<file path="src/rtl/aim_sequencer.sv">
// Aim sequencer: picks a manual or auto-tracked aim point each frame and hands it to the motor link.
// Optional build macro AIM_SEQ_DROP_CNT_EN adds the drop_cnt output (frames ignored while busy).
module aim_sequencer #(
  parameter int LOCK_ZONE       = 30,
  parameter int LOCK_FRAMES     = 3,
  parameter int COOLDOWN_FRAMES = 8
) (
  input  logic             clk,
  input  logic             reset,
  input  logic             frame_done,
  input  logic [15:0][9:0] aim_x_all,
  input  logic [15:0][9:0] aim_y_all,
  input  logic [15:0]      aim_detected_all,
  input  logic [7:0]       keyboard_data,
  input  logic             cmd_ready,
  output logic             cmd_valid,
  output logic [9:0]       x_coor,
  output logic [9:0]       y_coor,
  output logic             shoot,
  output logic             mode_auto,
  output logic             locked,
  output logic [3:0]       target_idx
`ifdef AIM_SEQ_DROP_CNT_EN
  ,
  output logic [7:0]       drop_cnt
`endif
);

  localparam int LCW = (LOCK_FRAMES > 0) ? $clog2(LOCK_FRAMES + 1) : 1;
  localparam int CDW = (COOLDOWN_FRAMES > 1) ? $clog2(COOLDOWN_FRAMES + 1) : 1;
  localparam logic [LCW-1:0] LF      = LCW'(LOCK_FRAMES);
  localparam logic [CDW-1:0] CD_LAST = CDW'(COOLDOWN_FRAMES - 1);
  localparam logic [10:0]    LZ      = 11'(LOCK_ZONE);
  localparam logic [9:0]     CX      = 10'd320;
  localparam logic [9:0]     CY      = 10'd240;

  typedef enum logic [1:0] {IDLE, SCAN, ISSUE, COOLDOWN} state_t;

  state_t           state_q, state_d;
  logic             mode_auto_q, mode_auto_d;
  logic [1:0]       kb_prev_q, kb_prev_d;
  logic [9:0]       x_q, x_d, y_q, y_d;
  logic             shoot_q, shoot_d;
  logic             locked_q, locked_d;
  logic [3:0]       tidx_q, tidx_d;
  logic [LCW-1:0]   lock_cnt_q, lock_cnt_d;
  logic [CDW-1:0]   cd_cnt_q, cd_cnt_d;
  logic [3:0]       scan_idx_q, scan_idx_d;
  logic             best_found_q, best_found_d;
  logic [3:0]       best_idx_q, best_idx_d;
  logic [10:0]      best_dist_q, best_dist_d;

  logic             key_w, key_a, key_s, key_d, key_l, f1_rise, f2_rise;
  logic [9:0]       cur_dx, cur_dy, sel_dx, sel_dy;
  logic [10:0]      cur_dist;
  logic             cand_better, sel_found, sel_lock;
  logic [3:0]       sel_idx;
  logic [LCW-1:0]   lock_cnt_inc;
  logic             unused_kb;

  function automatic logic [9:0] abs_diff(input logic [9:0] a, input logic [9:0] b);
    return (a >= b) ? (a - b) : (b - a);
  endfunction

  assign key_w     = keyboard_data[0];
  assign key_a     = keyboard_data[1];
  assign key_s     = keyboard_data[2];
  assign key_d     = keyboard_data[3];
  assign key_l     = keyboard_data[4];
  assign f1_rise   = keyboard_data[5] & ~kb_prev_q[0];
  assign f2_rise   = keyboard_data[6] & ~kb_prev_q[1];
  assign unused_kb = keyboard_data[7];

  // Candidate under examination this SCAN cycle, folded into the running best.
  assign cur_dx      = abs_diff(aim_x_all[scan_idx_q], CX);
  assign cur_dy      = abs_diff(aim_y_all[scan_idx_q], CY);
  assign cur_dist    = {1'b0, cur_dx} + {1'b0, cur_dy};
  assign cand_better = aim_detected_all[scan_idx_q] & (~best_found_q | (cur_dist < best_dist_q));
  assign sel_found   = best_found_q | cand_better;
  assign sel_idx     = cand_better ? scan_idx_q : best_idx_q;
  assign sel_dx      = abs_diff(aim_x_all[sel_idx], CX);
  assign sel_dy      = abs_diff(aim_y_all[sel_idx], CY);
  assign sel_lock    = sel_found & ({1'b0, sel_dx} < LZ) & ({1'b0, sel_dy} < LZ);
  assign lock_cnt_inc = (lock_cnt_q >= LF) ? LF : lock_cnt_q + 1'b1;

  always_comb begin
    state_d      = state_q;
    mode_auto_d  = mode_auto_q;
    kb_prev_d    = keyboard_data[6:5];
    x_d          = x_q;
    y_d          = y_q;
    shoot_d      = shoot_q;
    locked_d     = locked_q;
    tidx_d       = tidx_q;
    lock_cnt_d   = lock_cnt_q;
    cd_cnt_d     = cd_cnt_q;
    scan_idx_d   = scan_idx_q;
    best_found_d = best_found_q;
    best_idx_d   = best_idx_q;
    best_dist_d  = best_dist_q;

    // F1 (manual) has priority over F2 when both rise together.
    if (f1_rise)      mode_auto_d = 1'b0;
    else if (f2_rise) mode_auto_d = 1'b1;

    case (state_q)
      IDLE: begin
        if (frame_done) begin
          if (!mode_auto_q) begin
            x_d        = key_a ? 10'd270 : (key_d ? 10'd370 : CX);
            y_d        = key_w ? 10'd190 : (key_s ? 10'd290 : CY);
            shoot_d    = key_l;
            locked_d   = 1'b0;
            lock_cnt_d = '0;
            state_d    = ISSUE;
          end else begin
            scan_idx_d   = 4'd0;
            best_found_d = 1'b0;
            best_idx_d   = 4'd0;
            best_dist_d  = 11'd0;
            state_d      = SCAN;
          end
        end
      end
      SCAN: begin
        if (cand_better) begin
          best_found_d = 1'b1;
          best_idx_d   = scan_idx_q;
          best_dist_d  = cur_dist;
        end
        scan_idx_d = scan_idx_q + 4'd1;
        if (scan_idx_q == 4'd15) begin
          x_d        = sel_found ? aim_x_all[sel_idx] : CX;
          y_d        = sel_found ? aim_y_all[sel_idx] : CY;
          tidx_d     = sel_found ? sel_idx : 4'd0;
          locked_d   = sel_lock;
          lock_cnt_d = sel_lock ? lock_cnt_inc : '0;
          shoot_d    = sel_lock & (lock_cnt_inc == LF) & key_l;
          state_d    = ISSUE;
        end
      end
      ISSUE: begin
        if (cmd_ready) begin
          cd_cnt_d = '0;
          state_d  = shoot_q ? COOLDOWN : IDLE;
        end
      end
      COOLDOWN: begin
        if (frame_done) begin
          if (cd_cnt_q == CD_LAST) begin
            cd_cnt_d   = '0;
            lock_cnt_d = '0;
            state_d    = IDLE;
          end else begin
            cd_cnt_d = cd_cnt_q + 1'b1;
          end
        end
      end
      default: state_d = IDLE;
    endcase
  end

  always_ff @(posedge clk or posedge reset) begin
    if (reset) begin
      state_q      <= IDLE;
      mode_auto_q  <= 1'b0;
      kb_prev_q    <= 2'b00;
      x_q          <= CX;
      y_q          <= CY;
      shoot_q      <= 1'b0;
      locked_q     <= 1'b0;
      tidx_q       <= 4'd0;
      lock_cnt_q   <= '0;
      cd_cnt_q     <= '0;
      scan_idx_q   <= 4'd0;
      best_found_q <= 1'b0;
      best_idx_q   <= 4'd0;
      best_dist_q  <= 11'd0;
    end else begin
      state_q      <= state_d;
      mode_auto_q  <= mode_auto_d;
      kb_prev_q    <= kb_prev_d;
      x_q          <= x_d;
      y_q          <= y_d;
      shoot_q      <= shoot_d;
      locked_q     <= locked_d;
      tidx_q       <= tidx_d;
      lock_cnt_q   <= lock_cnt_d;
      cd_cnt_q     <= cd_cnt_d;
      scan_idx_q   <= scan_idx_d;
      best_found_q <= best_found_d;
      best_idx_q   <= best_idx_d;
      best_dist_q  <= best_dist_d;
    end
  end

`ifdef AIM_SEQ_DROP_CNT_EN
  logic [7:0] drop_cnt_q, drop_cnt_d;

  always_comb begin
    drop_cnt_d = drop_cnt_q;
    if (frame_done && (state_q != IDLE) && (drop_cnt_q != 8'hFF))
      drop_cnt_d = drop_cnt_q + 8'd1;
  end

  always_ff @(posedge clk or posedge reset) begin
    if (reset) drop_cnt_q <= 8'd0;
    else       drop_cnt_q <= drop_cnt_d;
  end

  assign drop_cnt = drop_cnt_q;
`endif

  assign cmd_valid  = (state_q == ISSUE);
  assign shoot      = cmd_valid & shoot_q;
  assign x_coor     = x_q;
  assign y_coor     = y_q;
  assign mode_auto  = mode_auto_q;
  assign locked     = locked_q;
  assign target_idx = tidx_q;

endmodule

</file>
<file path="config.mk">
export PLATFORM = sky130hd
export DESIGN_NAME = aim_sequencer
export DESIGN_NICKNAME = d
export VERILOG_FILES = /design/src/rtl/aim_sequencer.sv
export SDC_FILE = /design/constraint.sdc
export NUM_CORES = 1
export LEC_CHECK = 0
export CAP_MARGIN = 40
export CORE_AREA = 4 4 113 195
export CTS_CLUSTER_SIZE = 40
export DETAILED_ROUTE_END_ITERATION = 8
export DIE_AREA = 0 0 117 199
export PLACE_DENSITY = 0.89
export SLEW_MARGIN = 20
export SYNTH_ARGS = -nofsm -noshare
export SYNTH_HDL_FRONTEND = slang
export SYNTH_SLANG_ARGS = --single-unit
</file>
<file path="constraint.sdc">
create_clock -name clk -period 31.9 [get_ports clk]
set_input_delay 3.19 -clock clk [delete_from_list [all_inputs] [get_ports clk]]
set_output_delay 3.19 -clock clk [all_outputs]
set_load 0.02 [all_outputs]
</file>
==> results of run 1 <==
==> cells by family after synthesis <==
family                   Yosys count
AO/OA/AOI/OAI                    388
AND/OR/NAND/NOR                  330
buffers and inverters            174
multiplexers                     157
flip-flops                        57
adder cells (fa/ha/maj)           35
XOR/XNOR                          23
==> Yosys cell counts, drive strengths merged, types with 12 or more instances <==
master and instances:
o22ai 21, o21ai 68, a21o 14, mux2i 45, nor3 22, inv 70, and3 12, buf 54
xnor2 15, dfrtp 51, clkbuf 50, nand2 155, a211oi 85, ha 34, nor2 41, nor2b 13
a22o 16, nand3 33, a311oi 14, mux4 104, a21oi 59, a221oi 29
==> cell type report <==
type / count / area [um2]
Multi-Input combinational cell: 933 / 7900
Fill cell: 1593 / 6120
Timing Repair Buffer: 408 / 4050
Sequential cell: 57 / 1440
Tap cell: 248 / 310
Inverter: 70 / 263
Clock buffer: 13 / 250
Clock inverter: 3 / 40.0
Antenna cell: 1 / 2.50
==> worst paths after layout <==
check / startpoint / endpoint / slack (ns) / depth (start not counted)
max: aim_x_all[151] / lock_cnt_q[0] / 18.10 / 42
min: y_coor[7] / y_coor[7] / 0.46 / 2
max reg2reg: scan_idx_q[0] / lock_cnt_q[0] / 19.37 / 43
min reg2reg: y_coor[7] / y_coor[7] / 0.46 / 2
max in group asynchronous: reset / scan_idx_q[1] / 27.93 / 3
min in group asynchronous: reset / best_dist_q[2] / 3.40 / 3
==> worst register-to-register path, delay by kind of cell, from the launching register on <==
kind / cells / cell delay, ns
AOI/OAI and AO/OA: 20 / 4.49
buffers and inverters: 5 / 2.58
muxes: 4 / 1.93
xor gates and xnor gates: 1 / 0.13
and+or+nand+nor: 10 / 1.87
adders and majority gates: 3 / 0.83
DFF: 1 / 0.65
==> sequential cells by signal, summed over array words and instances, names as in the netlist <==
signal,count
y_coor,10
kb_prev_q,2
state_q,2
best_found_q,1
mode_auto,1
scan_idx_q,4
best_dist_q,11
cd_cnt_q,4
locked,1
best_idx_q,4
shoot_q,1
target_idx,4
x_coor,10
lock_cnt_q,2
==> routing by layer <==
layer  up-vias  part of all wire (%)  track usage, %
met5         -                 0.031               0
met1      5803                    32            43.6
met4         2                   8.3            25.0
met2       914                    49            63.1
li1       5201                     -               -
met3       260                    10            7.58
==> metrics by stage <==
stage          setup slack, ns  hold WS [ns]  instance area (um2)
2_1_floorplan            20.08         0.457                10100
3_3_place_gp             17.93         0.444                13900
3_5_place_dp             17.97         0.456                14000
4_1_cts                  18.17         0.463                14200
5_1_grt                  17.35         0.481                14300
6_report                 18.10         0.462                14300
==> flow_summary.toml, run 1 <==
[timing]
max_slew.worst_pin.slew_ns = 0.976
rsz0062_at_grt = "false"
tns_ns = 0
skew_ns = 0.00502
hold_violations = 0
post-route-period-util_pct = 43.2
drv_slew = 0
timing.final.crit_period_ns = 13.80
fmax_mhz = 72.5
setup_violations = 0
max_slew_margin_pct = 35.0

[yosys]
synth_top_cell_by_area = "mux4_2"
ys_warn_count = 0
ys_top_cells_by_area = "mux4_2, dfrtp_1, a211oi_1"
synth_mux_area_share_pct = 28.7
synth_edf_count = 0
synthArstFlopShare_pct = 100
yosysUniqueCellTypes = 81
synth_compound_area_share_pct = 27.6
synth_simple_gate_area_share_pct = 15.4
ys.flop_type = "dfrtp_1"
syn-cell-area_um2 = 10100
synth_top_area_share_pct = 23.3
synth_fp_nets = 1547
synth_seq_cells = 57
ys_seq_area_share_pct = 14.2
syn_inst = 1164
synth_xor_area_share_pct = 2.00
synth_fa_ha_area_share_pct = 4.42
synth_area_per_cell_um2 = 8.65
synth_top_family_by_area = "multiplexers"

[cts]
cts_tree = "done"
insertion_delay_ns = 0.33
cts_root_buf = "clkbuf_16"
clk_path_buf_depth = 2
ctsResizeCount = 0
cts_buffers = 9
cts_sinks = 57
htree_levels = 3
cts_setup_buffers = 0
ctsHoldBuffers = 0
path_clk_slew_ns = 0.05

[layout]
post-route-util_pct = 70.0
drive_gt1_share_pct = 13.1
final_cell_mix = "clkdlybuf4s50_1, nand2_1, mux4_2"
layout_commonest_cell = "clkdlybuf4s50_1"
fin_cells = 1733
num-nets-final = 1862
syn2layout_area_growth_pct = 41.6

[critical_path]
slowest_stage = "buf_4"
required_ns = 32.13
start_kind = "primary input"
critical_path_arrival_ns = 14.03
max_stage_delay_ns = 0.66
critical-path-top-delay-family = "compound AO/OA/AOI/OAI gates"
worst-path-buf-inv = 4
endpoint_kind = "flip-flop"
crit_fanout = 62
cpMostUsedCell = "a21oi_1"
crit_type = "primary input to flip-flop"

[die]
std_cell_rows = 69
pin_count = 376
start_util_pct = 49.4
dieWidth_um = 117
core_um2 = 20400
dieArea_um2 = 23300
fp.dieH_um = 199

[global_routing]
grt_pass1_wl_um = 68100
grt_use_total_pct = 38.0
antenna_found_initial = 1
grt_pass1_vias = 12300
grt_max_degree = 63
grt_remaining_overflow = 0

[job]
maxCapViolCount = 0

[placed_design]
place_inst = 1715
gp_congestion = 0.960
dp_hpwl_um = 35500
numPortBuffers = 374

[drt]
ant_nets = 0
num_vias = 12200
viasPerCell = 7.03
drt_iter0_drc = 1404
route.detailed.drc = 0
drt_pass1_iterations = 6
wl_per_cell_um = 26.0
wirelength_um = 45100

[run_status]
status = "finished clean"

[hold_path]
hold_path.class = "flip-flop to flip-flop"
Power of run 1 is left out: the tool's default activity adds up to more than one toggle a clock period on the data nets, which glitch-free logic cannot reach.
==> run 2: changes to the inputs <==
CORE_AREA = 4 4 116 201   (was 4 4 113 195)
DIE_AREA = 0 0 120 205   (was 0 0 117 199)
PLACE_DENSITY = 0.84   (was 0.89)
clock period = 13.82 ns   (was 31.9 ns; I/O delays follow)
==> run 2 against run 1 <==
  * Worst hold slack better by 0.011 ns
  * Register-to-register slack worse by 18 ns
  * Die area up 5.7%
  * Utilization down 3.7 points
  * Critical path depth down 2
  * First-iteration DRC count up 1.9%
  * Setup slack worse by 17 ns
  * Design area up 0.40%
  * Global-route usage down 1.9 points
==> flow_summary.toml, run 2 (synthesized netlist as in run 1, its figures left out) <==
[timing]
hold_violations = 0
max_slew_margin_pct = 42.5
rsz0062_at_grt = "false"
timing.final.crit_period_ns = 12.40
fmax_mhz = 80.6
tns_ns = 0
skew_ns = 0.00701
drv_slew = 0
post-route-period-util_pct = 89.7
max_slew.worst_pin.slew_ns = 0.856
setup_violations = 0

[critical_path]
crit_fanout = 55
critical_path_arrival_ns = 12.64
r2r_slack_ns = 1.45
endpoint_kind = "flip-flop"
slowest_stage = "o21ai_4"
required_ns = 14.06
crit_type = "primary input to flip-flop"
critical-path-top-delay-family = "compound AO/OA/AOI/OAI gates"
cpMostUsedCell = "a21oi_1"
worst-path-buf-inv = 5
start_kind = "primary input"
max_stage_delay_ns = 0.64

[drt]
num_vias = 12000
drt_pass1_iterations = 6
wl_per_cell_um = 25.6
drt_iter0_drc = 1431
viasPerCell = 6.74
route.detailed.drc = 0
ant_nets = 0
wirelength_um = 45600

[run_status]
status = "finished clean"

[die]
dieWidth_um = 120
std_cell_rows = 71
start_util_pct = 46.6
fp.dieH_um = 205
core_um2 = 21600
pin_count = 376
dieArea_um2 = 24600

[cts]
cts_tree = "done"
path_clk_slew_ns = 0.05
insertion_delay_ns = 0.33
cts_buffers = 9
cts_root_buf = "clkbuf_16"
ctsHoldBuffers = 0
cts_sinks = 57
clk_path_buf_depth = 2
cts_setup_buffers = 0
ctsResizeCount = 0
htree_levels = 3

[layout]
finalInstanceArea_um2 = 14300
post-route-util_pct = 66.3
multi_input_area_um2 = 7900
register_area_um2 = 1440
syn2layout_area_growth_pct = 42.2
drive_gt1_share_pct = 13.5
layout_commonest_cell = "clkdlybuf4s50_1"
regMostFlops = "best_dist_q"
largest_register_ffs = 11
num-nets-final = 1868
final_cell_mix = "clkdlybuf4s50_1, nand2_1, mux4_2"
fill_cells = 1810

[hold_path]
hold_path.class = "flip-flop to flip-flop"

[global_routing]
grt_use_total_pct = 36.1
grt_pass1_wl_um = 68800
antenna_found_initial = 2
grt_pass1_vias = 12100
grt_max_degree = 58
grt_remaining_overflow = 0

[placed_design]
numPortBuffers = 374
placed_area_um2 = 14000
gp_congestion = 0.954
dp_hpwl_um = 36200

[job]
maxCapViolCount = 0
-- run 2: final timing paths --
kind | startpoint | to | cells after the start
worst max-delay path | aim_x_all[113] | lock_cnt_q[0] | 40
max in group asynchronous | reset | scan_idx_q[0] | 3
worst min register to register | y_coor[7] | y_coor[7] | 2
worst min-delay path | y_coor[7] | y_coor[7] | 2
min in group asynchronous | reset | best_dist_q[1] | 3
worst max register to register | scan_idx_q[0] | lock_cnt_q[0] | 40
-- run 2: through the flow --
| step | hold WS, ns | worst slack [ns] | std cells |
|---|---|---|---|
| 2_1_floorplan | 0.457 | 2.69 | 1164 |
| 3_3_place_gp | 0.445 | 1.53 | 1761 |
| 3_5_place_dp | 0.449 | 1.36 | 1763 |
| 4_1_cts | 0.477 | 1.69 | 1779 |
| 5_1_grt | 0.500 | 0.764 | 1783 |
| 6_report | 0.473 | 1.42 | 1783 |
-- run 2: layer usage --
layer / share of wire [%] / track usage (%)
met2: 50 / 61.6
met3: 9.5 / 6.27
met5: 0.026 / 0
met4: 7.7 / 23.7
met1: 33 / 41.1
-- run 2: layout make-up --
type	instances	share of cell area, %
Antenna cell	1	0.0175
Clock buffer	11	1.63
Clock inverter	5	0.393
Inverter	70	1.84
Multi-Input combinational cell	933	55.2
Sequential cell	57	10.1
Tap cell	292	2.55
Timing Repair Buffer	414	28.3
-- run 2: worst min-delay path: stages (launching register included) --
cell     delay (ns)
dfstp_2        0.37
nand2_1        0.06
nand2_1        0.05
Power of run 2 is left out for the same reason.
